--- config.mk ---
export PLATFORM = sky130hd
export DESIGN_NAME = mem_access_unit
export DESIGN_NICKNAME = d
export VERILOG_FILES = /design/src/rtl/mem_access_unit.sv
export SDC_FILE = /design/constraint.sdc
export NUM_CORES = 1
export LEC_CHECK = 0
export BUFFER_PORTS_ARGS = -buffer_cell sky130_fd_sc_hd__buf_2
export CAP_MARGIN = 10
export CORE_UTILIZATION = 40
export CTS_CLUSTER_SIZE = 28
export DETAILED_ROUTE_END_ITERATION = 8
export PLACE_DENSITY = 0.67
export SLEW_MARGIN = 30
export SYNTH_ARGS = -nofsm -noshare
export SYNTH_HDL_FRONTEND = slang
export SYNTH_SLANG_ARGS = --single-unit
--- constraint.sdc ---
create_clock -name clk -period 2.65 [get_ports clk]
set_clock_uncertainty 0.1 [all_clocks]
set_input_delay 0.53 -clock clk [delete_from_list [all_inputs] [get_ports clk]]
set_output_delay 0.53 -clock clk [all_outputs]
set_load 0.02 [all_outputs]
--- src/rtl/mem_access_unit.sv ---
// Memory access sequencer between the multicycle control FSM and a
// single-port unified instruction/data memory with variable-latency ack.
// Ports:
//   clk, rst                 clock, synchronous active-high reset
//   req_valid/fetch/we/...   request from the control FSM (held until done)
//   done, err                one-cycle completion pulse, error qualifier
//   rdata                    extended load data for writeback
//   ir                       instruction register
//   mem_en/we/addr/be/wdata  memory request (held for the whole WAIT state)
//   mem_rdata, mem_ack       memory response
module mem_access_unit #(
  parameter int unsigned TIMEOUT  = 16,
  parameter logic [31:0] IR_RESET = 32'h0000_0013
) (
  input  logic        clk,
  input  logic        rst,
  input  logic        req_valid,
  input  logic        req_fetch,
  input  logic        req_we,
  input  logic [2:0]  req_funct3,
  input  logic [31:0] req_addr,
  input  logic [31:0] req_wdata,
  output logic        done,
  output logic        err,
  output logic [31:0] rdata,
  output logic [31:0] ir,
  output logic        mem_en,
  output logic        mem_we,
  output logic [31:0] mem_addr,
  output logic [3:0]  mem_be,
  output logic [31:0] mem_wdata,
  input  logic [31:0] mem_rdata,
  input  logic        mem_ack
);

  localparam int unsigned CNT_W = $clog2(TIMEOUT + 1);

  typedef enum logic [1:0] {S_IDLE, S_WAIT, S_DONE, S_ERR} state_e;

  state_e             state_q, state_d;
  logic [CNT_W-1:0]   cnt_q, cnt_d;
  logic               fetch_q, fetch_d;
  logic               we_q, we_d;
  logic [2:0]         funct3_q, funct3_d;
  logic [1:0]         off_q, off_d;
  logic               done_q, done_d;
  logic               err_q, err_d;
  logic               mem_en_q, mem_en_d;
  logic               mem_we_q, mem_we_d;
  logic [31:0]        mem_addr_q, mem_addr_d;
  logic [3:0]         mem_be_q, mem_be_d;
  logic [31:0]        mem_wdata_q, mem_wdata_d;
  logic [31:0]        rdata_q, rdata_d;
  logic [31:0]        ir_q, ir_d;

  // Incoming request decode: access size, legality and byte lanes.
  logic [1:0]  req_size;
  logic        req_bad;
  logic [3:0]  req_be;
  logic [31:0] req_lanes;

  always_comb begin
    req_size  = req_fetch ? 2'b10 : req_funct3[1:0];
    req_bad   = 1'b0;
    req_be    = 4'b1111;
    req_lanes = req_wdata;
    if (!req_fetch && (req_funct3 == 3'b011 || req_funct3 == 3'b110 ||
                       req_funct3 == 3'b111)) begin
      req_bad = 1'b1;
    end
    if ((req_size == 2'b01 && req_addr[0]) ||
        (req_size == 2'b10 && req_addr[1:0] != 2'b00)) begin
      req_bad = 1'b1;
    end
    case (req_size)
      2'b00: begin
        req_be    = 4'b0001 << req_addr[1:0];
        req_lanes = {4{req_wdata[7:0]}};
      end
      2'b01: begin
        req_be    = req_addr[1] ? 4'b1100 : 4'b0011;
        req_lanes = {2{req_wdata[15:0]}};
      end
      default: begin
        req_be    = 4'b1111;
        req_lanes = req_wdata;
      end
    endcase
    // Reads always enable all four lanes; extraction happens on return.
    if (req_fetch || !req_we) req_be = 4'b1111;
  end

  // Load data extraction and extension from the latched offset/funct3.
  logic [7:0]  ld_byte;
  logic [15:0] ld_half;
  logic [31:0] ld_ext;

  always_comb begin
    ld_byte = mem_rdata[{off_q, 3'b000} +: 8];
    ld_half = off_q[1] ? mem_rdata[31:16] : mem_rdata[15:0];
    case (funct3_q)
      3'b000:  ld_ext = {{24{ld_byte[7]}}, ld_byte};
      3'b100:  ld_ext = {24'h0, ld_byte};
      3'b001:  ld_ext = {{16{ld_half[15]}}, ld_half};
      3'b101:  ld_ext = {16'h0, ld_half};
      default: ld_ext = mem_rdata;
    endcase
  end

  // Next-state and registered-output logic.
  always_comb begin
    state_d     = state_q;
    cnt_d       = cnt_q;
    fetch_d     = fetch_q;
    we_d        = we_q;
    funct3_d    = funct3_q;
    off_d       = off_q;
    done_d      = 1'b0;
    err_d       = 1'b0;
    mem_en_d    = mem_en_q;
    mem_we_d    = mem_we_q;
    mem_addr_d  = mem_addr_q;
    mem_be_d    = mem_be_q;
    mem_wdata_d = mem_wdata_q;
    rdata_d     = rdata_q;
    ir_d        = ir_q;
    case (state_q)
      S_IDLE: begin
        if (req_valid) begin
          fetch_d  = req_fetch;
          we_d     = !req_fetch && req_we;
          funct3_d = req_funct3;
          off_d    = req_addr[1:0];
          if (req_bad) begin
            state_d = S_ERR;
            done_d  = 1'b1;
            err_d   = 1'b1;
          end else begin
            state_d     = S_WAIT;
            mem_en_d    = 1'b1;
            mem_we_d    = !req_fetch && req_we;
            mem_addr_d  = {req_addr[31:2], 2'b00};
            mem_be_d    = req_be;
            mem_wdata_d = req_lanes;
          end
        end
      end
      S_WAIT: begin
        if (mem_ack) begin
          state_d  = S_DONE;
          done_d   = 1'b1;
          mem_en_d = 1'b0;
          mem_we_d = 1'b0;
          cnt_d    = '0;
          if (fetch_q)    ir_d    = mem_rdata;
          else if (!we_q) rdata_d = ld_ext;
        end else if (cnt_q == CNT_W'(TIMEOUT - 1)) begin
          state_d  = S_ERR;
          done_d   = 1'b1;
          err_d    = 1'b1;
          mem_en_d = 1'b0;
          mem_we_d = 1'b0;
          cnt_d    = '0;
        end else begin
          cnt_d = cnt_q + CNT_W'(1);
        end
      end
      S_DONE:  state_d = S_IDLE;
      S_ERR:   state_d = S_IDLE;
      default: state_d = S_IDLE;
    endcase
  end

  // State and output registers.
  always_ff @(posedge clk) begin
    if (rst) begin
      state_q     <= S_IDLE;
      cnt_q       <= '0;
      fetch_q     <= 1'b0;
      we_q        <= 1'b0;
      funct3_q    <= 3'b000;
      off_q       <= 2'b00;
      done_q      <= 1'b0;
      err_q       <= 1'b0;
      mem_en_q    <= 1'b0;
      mem_we_q    <= 1'b0;
      mem_addr_q  <= '0;
      mem_be_q    <= '0;
      mem_wdata_q <= '0;
      rdata_q     <= '0;
      ir_q        <= IR_RESET;
    end else begin
      state_q     <= state_d;
      cnt_q       <= cnt_d;
      fetch_q     <= fetch_d;
      we_q        <= we_d;
      funct3_q    <= funct3_d;
      off_q       <= off_d;
      done_q      <= done_d;
      err_q       <= err_d;
      mem_en_q    <= mem_en_d;
      mem_we_q    <= mem_we_d;
      mem_addr_q  <= mem_addr_d;
      mem_be_q    <= mem_be_d;
      mem_wdata_q <= mem_wdata_d;
      rdata_q     <= rdata_d;
      ir_q        <= ir_d;
    end
  end

  assign done      = done_q;
  assign err       = err_q;
  assign rdata     = rdata_q;
  assign ir        = ir_q;
  assign mem_en    = mem_en_q;
  assign mem_we    = mem_we_q;
  assign mem_addr  = mem_addr_q;
  assign mem_be    = mem_be_q;
  assign mem_wdata = mem_wdata_q;

endmodule

== Word-level counts from Yosys, hierarchy flattened ==
Cells that the tools add are included.

* Register bits: 148
* Bits of input ports: 105
* Output and inout bits: 136
* Word-level logic and storage cells: 89

* Add/subtract/negate cells: 1
* Equal/unequal tests: 15
* Shift operators: 2
* Mux-type cells: 31
* Bitwise operators: 3
* Reductions and logical operators: 22

{| class="wikitable"
|+ Operators with widths
! cell !! number
|-
| $pmux 32 s4 || 1
|-
| $pmux 32 s2 || 1
|-
| $shiftx 32x6->8 || 1
|-
| $mux 16 || 1
|-
| $mux 1 || 13
|-
| $eq 3x3->1 const B || 4
|-
| $mux 2 || 5
|-
| $mux 5 || 2
|-
| $mux 4 || 2
|-
| $pmux 1 s2 || 4
|-
| $pmux 4 s2 || 1
|-
| $reduce_and 4->1 || 2
|-
| $eq 2x2->1 const B || 3
|-
| $pmux 2 s3 || 1
|-
| $reduce_and 3->1 || 2
|-
| $add 5x1->5 const B || 1
|-
| $eq 5x4->1 const B || 1
|-
| $eq 2x1->1 const B || 2
|-
| $logic_and 1x1->1 || 4
|-
| $logic_not 2->1 || 2
|-
| $logic_or 1x1->1 || 4
|-
| $ne 2x2->1 const B || 2
|-
| $reduce_and 2->1 || 2
|-
| $reduce_bool 2->1 || 2
|-
| 8 further kinds || 11
|}

== Logic depth before layout (Yosys ltp) ==
* Depth in word-level cells: 9
* Mapped depth: 7
* Depth with buffers taken out: 5

== Worst setup path after synthesis ==
OpenSTA, ideal clock, no wires.

* Kind: input to register
* Start point: input port mem_ack
* End point: register rdata_q[10] (netlist: rdata[10])
* Library setup time: 96 ps
* Arrival time: 1,723 ps
* Data required time: 2,454 ps
* Path slack: 731 ps
* Stages on the path: 6
* Path buffers: 3
* Path through: buf_2 > nand3b_4 > or3_1 > buf_2 > buf_4 > o41ai_2

* Longest elaborated chain between the ends: 1

{| class="wikitable"
|+ RTL lines
! what !! RTL line !! RTL
|-
| start: declaration || 33 || <nowiki>input logic mem_ack</nowiki>
|-
| $reduce_and 4->1 (no source line) || - ||
|-
| end signal: assignment || 206 || <nowiki>rdata_q <= rdata_d;</nowiki>
|-
| end: declaration || 53 || <nowiki>logic [31:0] rdata_q, rdata_d;</nowiki>
|}

No other way between the ends.
A chain may end at the register's enable or synchronous reset.

== Final worst setup path ==
* Start point: register funct3_q[1]
* End point: register rdata_q[28] (netlist: rdata[28])

* Longest elaborated chain between the ends: 2
* Elaborated cells on any way between the ends: 5
* Classes of those cells: 3 x eq/ne; 1 x mux; 1 x reduce/logical

{| class="wikitable"
|+ RTL lines
! what !! RTL line !! RTL
|-
| start: declaration || 44 || <nowiki>logic [2:0] funct3_q, funct3_d;</nowiki>
|-
| start signal: assignment || 197 || <nowiki>funct3_q <= funct3_d;</nowiki>
|-
| $eq 3x3->1 (tied with other cells) || 101 || <nowiki>case (funct3_q)</nowiki>
|-
| $pmux 32 s4 * || 101 ||
|}

Every way passes the cells marked *; elsewhere a longest branch is shown, timed or not.

==> out/qor.yml <==
run_status:
  status: "complete, no violations"
synthesis:
  syn_avg_cell_area_um2: 8.404
  synth_cells: 790
  yosys.area.top_type_share: 0.4463
  synth_most_common_cell: "dfxtp_1"
  synth-main-ff-cell: "dfxtp_1"
  synth_edf_count: 0
  synthTopCellsByCount: "dfxtp_1, a21oi_1, nand2_1"
  syn-cell-area_um2: 6639
  yosysUniqueCellTypes: 55
  ys_ff_latch: 148
  ys_async_sr_fraction: 0
  synth_warnings: 0
  synth_area_leaders: "dfxtp_1, a21oi_1, nand2_1, nand3_1, o21ai_0"
  synth_seq_area_share: 0.4463
  yosysTopAreaCell: "dfxtp_1"
routing:
  viasPerCell: 5.451
  wire_per_inst_um: 16.67
  drtAntennaViolNets: 0
  first_iter_violations: 435
  wl_um: 20340
  vias: 6650
  drc_errors: 0
  dr.pass1.iters: 5
timing:
  slew_headroom: 0.4263
  hold_viol: 0
  clock.fmax_mhz: 449.8
  tns_ns: 0
  finalMaxSlewViolations: 0
  setup_viol: 0
  min_period_ns: 2.223
  worstMarginPinSlew_ns: 0.8605
  grt_setup_unrepaired: "no"
  min_period_over_period: 0.8390
setup_path:
  start_kind: "flip-flop"
  cp_max_fo: 27
  crit_chain: "or3b_2 -> o22ai_2 -> nand2b_1 -> a311oi_1"
  cp_slowest_stage_delay_ns: 0.58
  rr_worst_depth: 4
  r2r_setup_slack_ns: 0.43
  crit-reg2reg-launch: "funct3_q[1]$_SDFFE_PP0P_"
  crit_required_ns: 2.87
  end_kind: "flip-flop"
  reg2reg_to: "rdata[28]$_SDFFE_PP0P_"
  critPathKind: "flip-flop to flip-flop"
  crit_arrival_ns: 2.45
  cp_slowest_cell: "dfxtp_1"
placement:
  hpwlAfterDp_um: 14110
  portBuffers: 238
  routabilityCongestion: 0.8859
clocking:
  clkTransAtPathRegs_ns: 0.07
  cts_buffers: 17
  htreeDepth: 4
  cts.sink_count: 148
  cts_tree: "done"
  postCtsSetupBuffers: 0
  root_buffer: "clkbuf_16"
  cts_resized: 0
  clkLatencyLatePin_ns: 0.42
  clockBufferDepth: 2
  cts_hold_buffers: 0
power_and_ir_drop:
  p_leak_nw: 3.537
  p_per_area_nw_per_um2: 656.3
  irDropWorstVdd_v: 0.0004631
cells_and_area:
  layout.nets: 1097
  n_fill_cell: 1556
  diodes: 0
  drive_above_1_share: 0.3287
  final_core_utilization: 0.5291
  areaGrowthSynthToFinish_pct: 27.97
global_routing:
  use_met1: 0.3095
  overflow: 0
  grt_antenna_before_repair: 0
  track_usage: 0.2357
  grt_pass1_wl_um: 31060
  met3_usage: 0.06596
  grt_max_degree: 78
  met2_usage: 0.3613
  grt_pass1_vias: 5950
  busiest_layer: "met2"
die:
  dieArea_um2: 17120
  core_area_um2: 16060
  start_util: 0.4134
  die_h_um: 130.8
  row_count: 46
  die_w_um: 130.8
  io_pins: 241
min_path:
  holdCritPathClass: "primary input to flip-flop"
  min_to: "mem_addr[25]$_SDFFE_PP0P_"
  worstHoldStart: "req_addr[25]"
  hold_path_depth: 3
job:
  max_cap_viol_count: 0
-- where the power goes --
part           leakage, nW  switching, mW  internal (mW)
combinational         2.07          0.568          0.315
clock                0.265          0.982           1.32
sequential            1.20         0.0684           2.32
-- worst max-delay path: cells and delay by family, from the launching register on --
| kind | cells | cell delay [ns] |
|---|---|---|
| AOI/OAI and AO/OA | 2 | 0.47 |
| DFF | 1 | 0.58 |
| and+or+nand+nor | 2 | 0.97 |
-- registers in the layout, summed over array words and instances, names as in the netlist --
register	count
cnt_q	5
mem_en	1
we_q	1
done	1
fetch_q	1
mem_addr	30
mem_wdata	32
off_q	2
state_q	2
rdata	32
ir	32
err	1
mem_be	4
mem_we	1
funct3_q	3
-- worst max path at each step --
stage	start	to	slack, ns	cells past startpoint
2_1_floorplan	mem_ack	rdata[10]$_SDFFE_PP0P_	0.73	6
3_3_place_gp	funct3_q[1]$_SDFFE_PP0P_	rdata[23]$_SDFFE_PP0P_	0.51	4
3_5_place_dp	funct3_q[1]$_SDFFE_PP0P_	rdata[24]$_SDFFE_PP0P_	0.45	4
4_1_cts	funct3_q[1]$_SDFFE_PP0P_	rdata[24]$_SDFFE_PP0P_	0.44	4
5_1_grt	funct3_q[1]$_SDFFE_PP0P_	rdata[21]$_SDFFE_PP0P_	0.26	4
6_report	funct3_q[1]$_SDFFE_PP0P_	rdata[28]$_SDFFE_PP0P_	0.43	4
-- layout make-up --
class | count | area (um^2) | share of cell area
multi-input cells | 557 | 3284 | 0.3866
flip-flops and latches | 148 | 2963 | 0.3487
repair buffers | 263 | 1394 | 0.1641
clock buffers | 18 | 439.2 | 0.05169
well taps | 216 | 270.3 | 0.03181
clock inverters | 14 | 130.1 | 0.01532
inverters | 4 | 15.01 | 0.001767
-- through the flow --
| stage | instance area [um^2] | power [mW] | cells | setup WS (ns) | hold slack [ns] |
|---|---|---|---|---|---|
| after detailed placement | 7926 | 3.316 | 1188 | 0.4457 | 0.3437 |
| after floorplan | 6643 | 3.000 | 791 | 0.7309 | 0.3492 |
| final | 8496 | 5.576 | 1220 | 0.4266 | 0.2531 |
| after CTS | 8496 | 5.631 | 1220 | 0.4357 | 0.2316 |
| after global routing | 8496 | 5.827 | 1220 | 0.2617 | 0.2437 |
| after global placement | 7926 | 3.311 | 1188 | 0.5063 | 0.3385 |
-- cell families (layout without fill, tap and decap cells) --
family	after synthesis	in the layout	synth area share
AOI/OAI and AO/OA	270	270	0.2595
and+or+nand+nor	257	257	0.1890
DFF	148	148	0.4463
buffers and inverters	86	299	0.06050
muxes	27	27	0.04222
adders and majority gates	1	1	0.001884
other	1	2	0.0005649
-- cell usage in the layout (no fill, tap or decap), types with 4 or more instances in the layout --
| cell | netlist | routed |
|---|---|---|
| buf_2 | 19 | 237 |
| a211oi_1 | 26 | 26 |
| buf_4 | 6 | 25 |
| a31o_2 | 6 | 6 |
| nand3b_1 | 20 | 20 |
| o41ai_2 | 7 | 7 |
| a21oi_1 | 134 | 134 |
| mux2i_1 | 19 | 19 |
| o2111ai_1 | 8 | 8 |
| inv_1 | 4 | 4 |
| nor2b_1 | 9 | 9 |
| clkinvlp_4 | 0 | 5 |
| nand2_1 | 109 | 109 |
| o21ai_0 | 50 | 50 |
| mux2_2 | 8 | 8 |
| a311oi_1 | 22 | 22 |
| nand3_1 | 54 | 54 |
| clkinv_4 | 0 | 4 |
| nor3_1 | 7 | 7 |
| clkbuf_16 | 0 | 17 |
| nand2b_1 | 6 | 6 |
| dfxtp_1 | 148 | 148 |
| nor2_1 | 33 | 33 |
-- layer usage --
metal  vias up  wire [um]
met5         -          0
met4         0        552
met3        42       1626
met2       260       9183
met1      3101       8978
li1       3247          -
No activity file was read; power rests on OpenSTA's default activity.
